==> src/rtl/exp1_pkg.sv <==
// Shared types and widths for the exp1 stimulus controller.
package exp1_pkg;

    typedef enum logic [0:0] {
        MANUAL = 1'b0,
        SWEEP  = 1'b1
    } exp1_state_t;

    localparam int SUBTASK_W = 2;
    localparam int VEC_W     = 3;

endpackage

==> src/rtl/exp1_debounce.sv <==
// Two-flop synchronizer plus counting debouncer for one raw board input.
// level_o is the debounced level; rise_o is a one-cycle pulse issued on the
// same edge at which level_o goes from 0 to 1.
module exp1_debounce #(
    parameter int DEBOUNCE_CYCLES = 100000
) (
    input  logic clk_i,
    input  logic rst_ni,
    input  logic raw_i,
    output logic level_o,
    output logic rise_o
);

    localparam int CNT_W = (DEBOUNCE_CYCLES > 2) ? $clog2(DEBOUNCE_CYCLES) : 1;
    localparam logic [CNT_W-1:0] CNT_LAST = CNT_W'(DEBOUNCE_CYCLES - 1);

    logic             sync1_q;
    logic             sync2_q;
    logic             stable_q;
    logic             stable_d;
    logic             rise_q;
    logic             rise_d;
    logic [CNT_W-1:0] cnt_q;
    logic [CNT_W-1:0] cnt_d;

    // Count consecutive cycles where the synced input disagrees with the stable level.
    always_comb begin
        cnt_d    = {CNT_W{1'b0}};
        stable_d = stable_q;
        rise_d   = 1'b0;
        if (sync2_q != stable_q) begin
            if (cnt_q == CNT_LAST) begin
                stable_d = sync2_q;
                cnt_d    = {CNT_W{1'b0}};
                rise_d   = sync2_q;
            end else begin
                cnt_d    = cnt_q + CNT_W'(1);
            end
        end else begin
            cnt_d = {CNT_W{1'b0}};
        end
    end

    // Synchronizer flops and debounce state registers.
    always_ff @(posedge clk_i or negedge rst_ni) begin
        if (!rst_ni) begin
            sync1_q  <= 1'b0;
            sync2_q  <= 1'b0;
            stable_q <= 1'b0;
            rise_q   <= 1'b0;
            cnt_q    <= {CNT_W{1'b0}};
        end else begin
            sync1_q  <= raw_i;
            sync2_q  <= sync1_q;
            stable_q <= stable_d;
            rise_q   <= rise_d;
            cnt_q    <= cnt_d;
        end
    end

    assign level_o = stable_q;
    assign rise_o  = rise_q;

endmodule

==> src/rtl/exp1_stimulus_ctrl.sv <==
// Input conditioning for the exp1 gate block: debounced buttons drive mode
// toggles, switches drive a/b/c in MANUAL, and SWEEP steps {a,b,c} through
// the whole truth table.
// Optional feature macro: EXP1_SWEEP_SUBTASK_EN -- when defined, the
// 111 -> 000 wrap in SWEEP also advances subtaskMode.
module exp1_stimulus_ctrl
    import exp1_pkg::*;
#(
    parameter int DEBOUNCE_CYCLES = 100000,
    parameter int SWEEP_CYCLES    = 50000000
) (
    input  logic                 clk,
    input  logic                 rstN,
    input  logic                 btnTask,
    input  logic                 btnSubtask,
    input  logic                 btnSweep,
    input  logic                 swA,
    input  logic                 swB,
    input  logic                 swC,
    output logic                 taskMode,
    output logic [SUBTASK_W-1:0] subtaskMode,
    output logic                 a,
    output logic                 b,
    output logic                 c,
    output logic                 sweepActive
);

    localparam int TICK_W = (SWEEP_CYCLES > 2) ? $clog2(SWEEP_CYCLES) : 1;
    localparam logic [TICK_W-1:0] TICK_LAST = TICK_W'(SWEEP_CYCLES - 1);

    // Input lane indices into the debouncer bank.
    localparam int I_TASK = 0;
    localparam int I_SUB  = 1;
    localparam int I_SWP  = 2;
    localparam int I_SWA  = 3;
    localparam int I_SWB  = 4;
    localparam int I_SWC  = 5;

    logic [5:0]           raw_s;
    logic [5:0]           level_s;
    logic [5:0]           rise_s;
    logic                 tick_tc_s;
    logic                 wrap_s;
    logic                 sub_inc_s;
    logic [VEC_W-1:0]     sw_vec_s;
    logic                 unused_s;

    exp1_state_t          state_q;
    logic                 task_q;
    logic [SUBTASK_W-1:0] sub_q;
    logic [VEC_W-1:0]     abc_q;
    logic [TICK_W-1:0]    tick_q;
    logic                 active_q;

    assign raw_s = {swC, swB, swA, btnSweep, btnSubtask, btnTask};

    for (genvar gi = 0; gi < 6; gi++) begin : g_deb
        exp1_debounce #(
            .DEBOUNCE_CYCLES(DEBOUNCE_CYCLES)
        ) u_deb (
            .clk_i  (clk),
            .rst_ni (rstN),
            .raw_i  (raw_s[gi]),
            .level_o(level_s[gi]),
            .rise_o (rise_s[gi])
        );
    end

    // Buttons only use their pulse, switches only use their level.
    assign unused_s = ^{level_s[I_SWP:I_TASK], rise_s[I_SWC:I_SWA]};
    assign sw_vec_s = {level_s[I_SWA], level_s[I_SWB], level_s[I_SWC]};

    // Terminal-count, truth-table wrap and subtask advance decisions.
    always_comb begin
        tick_tc_s = (tick_q == TICK_LAST);
        wrap_s    = 1'b0;
`ifdef EXP1_SWEEP_SUBTASK_EN
        // A sweep-exit pulse outranks the tick, so no wrap is taken then.
        if ((state_q == SWEEP) && !rise_s[I_SWP] && tick_tc_s &&
            (abc_q == {VEC_W{1'b1}})) begin
            wrap_s = 1'b1;
        end else begin
            wrap_s = 1'b0;
        end
`endif
        // Both sources in one cycle still advance by a single step.
        sub_inc_s = rise_s[I_SUB] | wrap_s;
    end

    // Mode registers, MANUAL/SWEEP state machine and sweep tick counter.
    always_ff @(posedge clk or negedge rstN) begin
        if (!rstN) begin
            state_q  <= MANUAL;
            task_q   <= 1'b0;
            sub_q    <= {SUBTASK_W{1'b0}};
            abc_q    <= {VEC_W{1'b0}};
            tick_q   <= {TICK_W{1'b0}};
            active_q <= 1'b0;
        end else begin
            if (rise_s[I_TASK]) begin
                task_q <= ~task_q;
            end
            if (sub_inc_s) begin
                sub_q <= sub_q + SUBTASK_W'(1);
            end
            case (state_q)
                MANUAL: begin
                    if (rise_s[I_SWP]) begin
                        state_q  <= SWEEP;
                        abc_q    <= {VEC_W{1'b0}};
                        tick_q   <= {TICK_W{1'b0}};
                        active_q <= 1'b1;
                    end else begin
                        abc_q    <= sw_vec_s;
                        tick_q   <= {TICK_W{1'b0}};
                        active_q <= 1'b0;
                    end
                end
                SWEEP: begin
                    if (rise_s[I_SWP]) begin
                        state_q  <= MANUAL;
                        abc_q    <= sw_vec_s;
                        tick_q   <= {TICK_W{1'b0}};
                        active_q <= 1'b0;
                    end else if (tick_tc_s) begin
                        tick_q   <= {TICK_W{1'b0}};
                        abc_q    <= abc_q + VEC_W'(1);
                    end else begin
                        tick_q   <= tick_q + TICK_W'(1);
                    end
                end
                default: begin
                    state_q  <= MANUAL;
                    abc_q    <= {VEC_W{1'b0}};
                    tick_q   <= {TICK_W{1'b0}};
                    active_q <= 1'b0;
                end
            endcase
        end
    end

    assign taskMode    = task_q;
    assign subtaskMode = sub_q;
    assign a           = abc_q[2];
    assign b           = abc_q[1];
    assign c           = abc_q[0];
    assign sweepActive = active_q;

endmodule
==> config.mk <==
export PLATFORM = sky130hd
export DESIGN_NAME = exp1_stimulus_ctrl
export DESIGN_NICKNAME = d
export VERILOG_FILES = /design/src/rtl/exp1_pkg.sv /design/src/rtl/exp1_debounce.sv /design/src/rtl/exp1_stimulus_ctrl.sv
export SDC_FILE = /design/constraint.sdc
export NUM_CORES = 1
export LEC_CHECK = 0
export CORE_MARGIN = 10
export CORE_UTILIZATION = 50
export CTS_CLUSTER_DIAMETER = 30
export DETAILED_ROUTE_END_ITERATION = 12
export PLACE_DENSITY = 0.76
export SLEW_MARGIN = 10
export SYNTH_ARGS = -nofsm -noshare
export SYNTH_HDL_FRONTEND = slang
export SYNTH_SLANG_ARGS = --single-unit
==> constraint.sdc <==
create_clock -name clk -period 5.9 [get_ports clk]
set_input_delay 0.59 -clock clk [delete_from_list [all_inputs] [get_ports clk]]
set_output_delay 0.59 -clock clk [all_outputs]
set_load 0.005 [all_outputs]
* After elaboration in Yosys (flattened, before gate mapping)
Index checks and enable logic that the tools add are counted.
** Word-level totals
- Bits of input ports :: 8
- Word-level logic and storage cells :: 95
- Register bits :: 157
- Output and inout port bits :: 7
** Cells by class
- Add/sub/neg operators :: 9
- Bitwise logic cells :: 2
- Mux-type cells :: 30
- Reduce and logical (&&, ||, !) cells :: 6
- Eq/ne operators :: 15
** Operators with widths (number)
- 17-bit 2-to-1 mux :: 12
- 17-bit by 1-bit adder with 17-bit output (second input constant) :: 6
- 17-bit equality test (second input constant) :: 6
- 26-bit 2-to-1 mux :: 2
- 26-bit case mux with 2 select lines :: 1
- 26-bit by 1-bit adder with 26-bit output (second input constant) :: 1
- 26-bit equality test (second input constant) :: 1
- 2-bit AND reduction :: 6
- 1-bit 2-to-1 mux :: 9
- 3-bit 2-to-1 mux :: 3
- 1-bit inequality test :: 6
- 3-bit case mux with 2 select lines :: 1
- 1-bit case mux with 2 select lines :: 2
- 3-bit by 1-bit adder with 3-bit output (second input constant) :: 1
- 3-bit by 2-bit inequality test with 1-bit output (second input constant) :: 1
- 2-bit by 1-bit adder with 2-bit output (second input constant) :: 1
- 2-bit by 1-bit inequality test with 1-bit output (second input constant) :: 1
- 1-bit NOT :: 2

* Depth between registers and ports, before layout
Gate-level depths: netlist (run 1).
- Word-level depth :: 4
- Mapped depth :: 8

* Cells and area by module
Synthesis (run 1) repeated with hierarchy kept, for this count alone.
** Second synthesis, totals
- Cell total of the unflattened synthesis :: 723
- Area, all modules :: 7687.4 um^2
** Modules (own cells, without submodules)
- exp1_debounce :: cells each 92, sequential area each 525.5 um^2, times used 6, area each 991.0 um^2
- exp1_stimulus_ctrl :: cells each 171, sequential area each 850.8 um^2, times used 1, area each 1741.7 um^2

* Worst setup path before layout (run 1)
OpenSTA, ideal clock, no wires.
- Path type :: register to register
- From :: register g_deb[5].u_deb.cnt_q[12]
- To :: register g_deb[5].u_deb.cnt_q[11]
- Arrival :: 1.902 ns
- Period minus slack after synthesis :: 2.021 ns
- Path slack :: 3.879 ns
- Stages on the path, launching flop included :: 8
- Setup time :: 0.119 ns
- Required time :: 5.781 ns
- Cells stage by stage :: dfrtp_1 > or4b_1 > or4_1 > nor3_2 > or2_1 > buf_6 > buf_12 > nor2_1
** Between the ends
- Cells in the longest elaborated chain, start to end :: 3
** RTL lines
- start: declaration :: RTL line exp1_debounce.sv:23 : logic [CNT_W-1:0] cnt_q;
- start signal: assignment :: RTL line exp1_debounce.sv:51 : cnt_q <= {CNT_W{1'b0}};
- start signal: assignment :: RTL line exp1_debounce.sv:57 : cnt_q <= cnt_d;
- 17-bit equality test :: RTL line exp1_debounce.sv:32 : if (cnt_q == CNT_LAST) begin
- 17-bit 2-to-1 mux :: RTL line exp1_debounce.sv:32
- 17-bit 2-to-1 mux :: RTL line exp1_debounce.sv:31 : if (sync2_q != stable_q) begin
- via g_deb[5].u_deb.cnt_d[11] :: RTL line exp1_debounce.sv:24 : logic [CNT_W-1:0] cnt_d;
The timed path passes the listed nets, and every way through them passes these cells.
A chain may end at the register's enable or synchronous reset.

* Worst setup path after layout (run 1)
- From :: register g_deb[5].u_deb.cnt_q[12]
- To :: register g_deb[5].u_deb.cnt_q[2]
The elaborated chain is that of the path after synthesis.

==> results of run 1 <==
kinds of logic (layout without fill, tap and decap cells):
| family | count (synthesis) | in the layout | share of synthesized area |
|---|---|---|---|
| AND/OR/NAND/NOR | 366 | 366 | 0.2479 |
| flip-flops | 157 | 157 | 0.5482 |
| XOR/XNOR | 124 | 124 | 0.1515 |
| buffers and inverters | 24 | 56 | 0.01693 |
| adder cells (fa/ha/maj) | 10 | 10 | 0.01746 |
| AO/OA/AOI/OAI | 8 | 8 | 0.005585 |
| multiplexers | 8 | 8 | 0.01240 |
cells in the mapped netlist, drive strengths merged, types with 7 or more instances:
library cell	instances	area (sq um)
xor2	66	578.1
o21ai	7	35.03
nor2	154	583.1
xnor2	58	508.0
dfrtp	157	3929
nand2	56	210.2
nand3	34	175.2
ha	10	125.1
nor3	21	110.1
and4	16	140.1
inv	9	33.78
and3	22	137.6
mux2	7	78.83
clkbuf	11	41.29
nand4	32	200.2
and2	10	62.56
power by group through the flow:
stage                     logic [mW]  clock network, mW  registers, mW
after floorplan               0.0283                  0           1.12
after global placement        0.0550                  0           1.12
after detailed placement      0.0577                  0           1.12
after CTS                     0.0589               1.23           1.11
after global routing          0.0661               1.27           1.11
final                         0.0565               1.20           1.11
stage by stage:
stage	setup WS, ps	std cells	hold slack [ps]	area, sq um	util
floorplan	3879	697	294.4	7167	-
global placement	3643	877	334.5	7453	0.5328
detailed placement	3583	877	336.3	7453	0.5328
CTS	3537	909	292.3	8110	0.5798
global route	3478	909	349.3	8110	0.5798
finish	3558	909	241.7	8110	0.5798
sequential cells by signal, summed over array words and instances, names as in the netlist:
| signal | cells |
|---|---|
| g_deb.u_deb.cnt_q | 102 |
| g_deb.u_deb.level_o | 6 |
| g_deb.u_deb.rise_o | 3 |
| abc_q | 3 |
| tick_q | 26 |
| g_deb.u_deb.sync2_q | 6 |
| subtaskMode | 2 |
| g_deb.u_deb.sync1_q | 6 |
| sweepActive | 1 |
| state_q | 1 |
| taskMode | 1 |
routing by layer:
layer / global-route usage / up-vias
met3: 0.03198 / 30
met2: 0.2321 / 89
met5: 0 / -
met1: 0.1559 / 2447
met4: 0.07880 / 0
li1: - / 2364
layout make-up:
| class | instances | area [sq um] |
|---|---|---|
| Multi-Input combinational cell | 516 | 3117 |
| Clock inverter | 13 | 214.0 |
| Clock buffer | 19 | 442.9 |
| Inverter | 9 | 33.78 |
| Tap cell | 180 | 225.2 |
| Timing Repair Buffer | 15 | 148.9 |
| Sequential cell | 157 | 3929 |
| Fill cell | 1157 | 5878 |
worst paths after layout:
path | from | end | slack (ps) | depth (start not counted)
worst max-delay path | g_deb[5].u_deb.cnt_q[12] | g_deb[5].u_deb.cnt_q[2] | 3560 | 5
worst min-delay path | rstN | tick_q[18] | 240 | 1
worst max register to register | g_deb[5].u_deb.cnt_q[12] | g_deb[5].u_deb.cnt_q[2] | 3560 | 5
worst min register to register | g_deb[5].u_deb.sync1_q | g_deb[5].u_deb.sync2_q | 350 | 0
max in group asynchronous | rstN | g_deb[1].u_deb.cnt_q[1] | 4400 | 2
min in group clk | g_deb[5].u_deb.sync1_q | g_deb[5].u_deb.sync2_q | 350 | 0
==> impl_metrics.py, run 1 <==
metrics = {
    "power_and_ir_drop": {
        "power_mw": 2.362,
        "power_leakage_nw": 3.504,
        "clock_power_share": 0.508,
        "share_comb_of_total_power": 0.024,
        "ir_worst_vdd_mv": 0.2145,
        "power.share.sequential": 0.468,
        "power_density_nw_per_um2": 291.2,
        "power.net_switching_mw": 0.4906,
        "p_int_mw": 1.871,
        "sw_frac_of_total": 0.2077,
    },
    "clock_tree": {
        "clk_tree_root_cell": "clkbuf_16",
        "tritoncts_clock_tree": "built",
        "insertion_delay_ps": 440,
        "cts_setup_buffers": 0,
        "cts_htree_levels": 4,
        "numCtsBuffers": 17,
        "cts.sinks": 157,
        "cts_resized": 0,
        "ctsHoldBuffers": 0,
        "ctsLongestPathBuffers": 2,
        "path_clk_slew_ps": 60,
    },
    "detailed_routing": {
        "drt_pre_antenna_iters": 4,
        "route.layer.met1.wl_um": 5546,
        "remaining_design_rule_violation_count": 0,
        "first_iter_violations": 254,
        "wl_met3_um": 500,
        "top_signal_layer_used": "met4",
        "drt.antenna.violating_nets": 0,
        "wire_per_inst_um": 14.09,
        "vias_per_cell": 5.424,
        "route.final.wire_length_um": 12810,
        "vias": 4930,
        "detailroute.wirelength.met2_um": 6439,
    },
    "cells_and_area": {
        "mostFrequentLayoutCell": "dfrtp_1",
        "layout.nets": 734,
        "mostFrequentLayoutCells": "dfrtp_1, nor2_1, xor2_1, xnor2_1, nand2_1",
        "antenna-diode-count": 0,
        "final_layout_size_suffix_gt1_frac": 0.06447,
        "signed_area_change_from_the_synthesized_netlist_to_the_final_layout_pct": 13.16,
    },
    "worst_setup_path": {
        "worst_ep_required_time_ps": 6190,
        "slowest_stage": "or4b_1",
        "cp_max_fanout": 16,
        "worstPathCellList": "or4b_1 -> or4_1 -> nor3_2 -> or2_1 -> nor2_1",
        "cpLargestDelayFamily": "simple AND/OR/NAND/NOR gates",
        "worstPathArrival_ps": 2630,
        "crit_path_max_incr_delay_ps": 520,
        "critPathCaptureType": "register",
        "critPathKind": "reg2reg",
        "critical_path_buf_inv_count": 0,
        "critPathLaunchType": "register",
    },
    "floorplan": {
        "dieArea_sq_um": 19520,
        "initial_core_util": 0.5123,
        "dieWidth_um": 139.7,
        "placeableCoreArea_sq_um": 13990,
        "std_cell_rows": 43,
        "die_height_um": 139.7,
        "io-pin-count": 15,
    },
    "yosys": {
        "synth.ff_latch_count": 157,
        "synth_cell_type_count": 35,
        "yosysWarnings": 0,
        "synthesis.area_sq_um": 7167,
        "postSynthAreaPerCell_sq_um": 10.28,
        "net_count_of_the_mapped_netlist": 715,
        "postSynth.topFlopCell": "dfrtp_1",
        "synthesis.instances": 697,
        "synth_async_sr_flop_share": 1.000,
        "synth-edff-count": 0,
        "synth_sequential_area_ratio": 0.5482,
    },
    "outcome": {
        "status": "finished, final reports clean",
    },
    "timing": {
        "setup_total_negative_slack_ps": 0,
        "finalCritPeriodShare": 0.3970,
        "finalCriticalPeriod_ps": 2342,
        "achievable-frequency_mhz": 426.9,
        "tightest_slew_ps": 888.8,
        "finalHoldViolations": 0,
        "normalized_max_slew_margin": 0.4075,
        "timing.clock.skew_ps": 15.38,
        "unrepaired_setup_endpoints_after_global_routing": "no",
        "timing.final.setup_violations": 0,
        "final-max-slew-violation-count": 0,
    },
    "place": {
        "place.port_buffers": 14,
        "gp_congestion": 0.8208,
        "dp.final_hpwl_um": 8309,
    },
    "global_routing": {
        "vias_in_the_first_global_route": 5081,
        "grt_start_max_net_pins": 101,
        "antenna_found_initial": 0,
        "gr-total-overflow": 0,
        "grtUsageTotal": 0.1374,
        "first_pass_grt_wire_length_um": 22690,
    },
    "flow_run": {
        "max_cap_violations": 0,
    },
    "hold_path": {
        "min-delay-path-class": "in2async",
    },
}
Power figures use the tool's default switching activity.
==> run 2, diff against run 1 <==
==> constraint.sdc (replaced) <==
create_clock -name clk -period 2.32 [get_ports clk]
set_input_delay 0.232 -clock clk [delete_from_list [all_inputs] [get_ports clk]]
set_output_delay 0.232 -clock clk [all_outputs]
set_load 0.005 [all_outputs]
==> run 2 against run 1 <==
  * Sequential share of layout area hardly changed
  * Die area stayed put
  * Cell area hardly changed
  * Combinational power grew to 2.7 times the previous value
  * Critical endpoint is now tick_q[19]
  * Highest routed layer unchanged
  * Sequential power grew to 2.5 times the previous value
  * Critical path depth stayed put
  * Clock power is 130% higher
  * Clock-buffer cell count stayed put
  * Hold slack worse by 2.5 ps
  * Final cell count is 0.77% higher
  * Setup slack worse by 3400 ps
  * Flip-flop and latch count stayed put
  * Largest power group is now sequential cells
==> impl_metrics.py, run 2 (same netlist as run 1, synthesis figures left out) <==
metrics = {
    "cells_and_area": {
        "largest-register": "g_deb.u_deb.cnt_q",
        "layout.nets": 741,
        "nFillCells": 1164,
        "mostFrequentLayoutCells": "dfrtp_1, nor2_1, xor2_1, xnor2_1, nand2_1",
        "mostFrequentLayoutCell": "dfrtp_1",
        "leading_registers_by_flop_count": "g_deb.u_deb.cnt_q (102), tick_q (26)",
        "final_layout_size_suffix_gt1_frac": 0.07201,
        "largest_register_ff_count": 102,
        "antenna-diode-count": 0,
        "signed_area_change_from_the_synthesized_netlist_to_the_final_layout_pct": 13.18,
    },
    "floorplan": {
        "io-pin-count": 15,
        "initial_core_util": 0.5123,
        "dieArea_sq_um": 19520,
        "dieWidth_um": 139.7,
        "std_cell_rows": 43,
        "placeableCoreArea_sq_um": 13990,
        "die_height_um": 139.7,
    },
    "power_and_ir_drop": {
        "power_leakage_nw": 3.505,
        "power_density_nw_per_um2": 703.5,
        "ir_worst_vdd_mv": 0.5408,
        "share_comb_of_total_power": 0.027,
        "p_int_mw": 4.437,
        "power.net_switching_mw": 1.270,
        "power.share.sequential": 0.492,
        "power_mw": 5.707,
        "sw_frac_of_total": 0.2225,
        "clock_power_share": 0.481,
    },
    "timing": {
        "finalCritPeriodShare": 0.9279,
        "setup_total_negative_slack_ps": 0,
        "hold-worst-slack_ps": 239.2,
        "achievable-frequency_mhz": 464.5,
        "timing.final.setup_violations": 0,
        "tightest_slew_ps": 564.1,
        "normalized_max_slew_margin": 0.6239,
        "timing.clock.skew_ps": 13.31,
        "unrepaired_setup_endpoints_after_global_routing": "no",
        "finalHoldViolations": 0,
        "final-max-slew-violation-count": 0,
        "finalCriticalPeriod_ps": 2153,
    },
    "global_routing": {
        "antenna_found_initial": 0,
        "vias_in_the_first_global_route": 5084,
        "grtUsageTotal": 0.1416,
        "grt_start_max_net_pins": 62,
        "gr-total-overflow": 0,
        "first_pass_grt_wire_length_um": 23360,
    },
    "detailed_routing": {
        "drt_pre_antenna_iters": 5,
        "remaining_design_rule_violation_count": 0,
        "first_iter_violations": 175,
        "vias": 4921,
        "drt.antenna.violating_nets": 0,
        "vias_per_cell": 5.372,
        "route.final.wire_length_um": 13150,
        "wire_per_inst_um": 14.35,
    },
    "worst_setup_path": {
        "worst_ep_required_time_ps": 2610,
        "critPathKind": "reg2reg",
        "cp_max_fanout": 24,
        "critPathCaptureType": "register",
        "worstPathArrival_ps": 2450,
        "critPathLaunchType": "register",
    },
    "clock_tree": {
        "ctsLongestPathBuffers": 2,
        "cts.sinks": 157,
        "numCtsBuffers": 17,
        "cts_setup_buffers": 0,
        "insertion_delay_ps": 430,
        "path_clk_slew_ps": 60,
        "tritoncts_clock_tree": "built",
        "cts_htree_levels": 4,
        "clk_tree_root_cell": "clkbuf_16",
    },
    "place": {
        "gp_congestion": 0.8249,
        "place.port_buffers": 14,
        "dp.final_hpwl_um": 8615,
    },
    "outcome": {
        "status": "finished, final reports clean",
    },
    "hold_path": {
        "min-delay-path-class": "in2reg",
    },
    "flow_run": {
        "max_cap_violations": 0,
    },
}
## run 2: changes by cell type in the layout (fill, tap and decap cells not counted), moves of 2 or more
| cell | previous run | this run |
|---|---|---|
| buf_4 | 1 | 6 |
| bufinv_16 | 5 | 2 |
| clkinv_2 | 1 | 3 |
| clkinv_4 | 4 | 2 |
| clkinvlp_4 | 2 | 4 |
## run 2: metal layers
layer | track usage | vias up | share of wire
li1 | - | 2376 | -
met1 | 0.1645 | 2449 | 0.44
met2 | 0.2366 | 83 | 0.50
met3 | 0.04627 | 13 | 0.035
met4 | 0.05543 | 0 | 0.016
met5 | 0 | - | 0
## run 2: final timing paths
check,start,end,slack (ps),depth (start not counted)
worst max-delay path,tick_q[10],tick_q[19],170,5
worst min-delay path,swC,g_deb[5].u_deb.sync1_q,240,1
worst max register to register,tick_q[10],tick_q[19],170,5
worst min register to register,g_deb[3].u_deb.sync1_q,g_deb[3].u_deb.sync2_q,350,0
max in group asynchronous,rstN,g_deb[5].u_deb.cnt_q[13],1140,3
min in group asynchronous,rstN,tick_q[22],340,2
## run 2: worst max-delay path, cell delays in order, from the launching register on
cell,delay (ps)
dfrtp_1,410
or4b_2,670
nor3_1,270
nand3_1,250
nand3_4,320
nor2_1,100
## run 2: power by group through the flow
stage                     clock, mW  combinational (mW)  sequential, mW
after floorplan                   0              0.0721            2.85
after global placement            0               0.147            2.86
after detailed placement          0               0.156            2.86
after CTS                      2.80               0.159            2.81
after global routing           2.92               0.176            2.81
final                          2.74               0.152            2.81
## run 2: what timing repair did
item | 4_1_cts | 5_1_grt
endpoints found under the setup margin | 0 | 23
gates resized for setup | 0 | 1
endpoints found under the hold margin | 58 | 0
hold buffers | 1 | 0
## run 2: metrics by stage
stage	util	std cells	area (sq um)	setup WS, ps
6_report	0.5799	916	8112	167.2
3_3_place_gp	0.5369	883	7511	207.4
2_1_floorplan	-	697	7167	298.9
5_1_grt	0.5799	916	8112	30.06
3_5_place_dp	0.5369	883	7511	98.28
4_1_cts	0.5793	916	8104	83.55
## run 2: final cells by class
cell class	count	area, sq um	share of cell area
Clock buffer	19	442.9	0.05460
Clock inverter	13	140.1	0.01728
Inverter	9	33.78	0.004165
Multi-Input combinational cell	516	3124	0.3852
Sequential cell	157	3929	0.4843
Tap cell	180	225.2	0.02776
Timing Repair Buffer	22	216.5	0.02669
==> run 3, diff against run 2 <==
--- a/config.mk
+++ b/config.mk
@@ -5,6 +5,7 @@
 export SDC_FILE = /design/constraint.sdc
 export NUM_CORES = 1
 export LEC_CHECK = 0
+export CAP_MARGIN = 20
 export CORE_MARGIN = 10
 export CORE_UTILIZATION = 50
 export CTS_CLUSTER_DIAMETER = 30
==> results of run 3 <==
Final layout, timing and power as in run 2 (identical DEF).
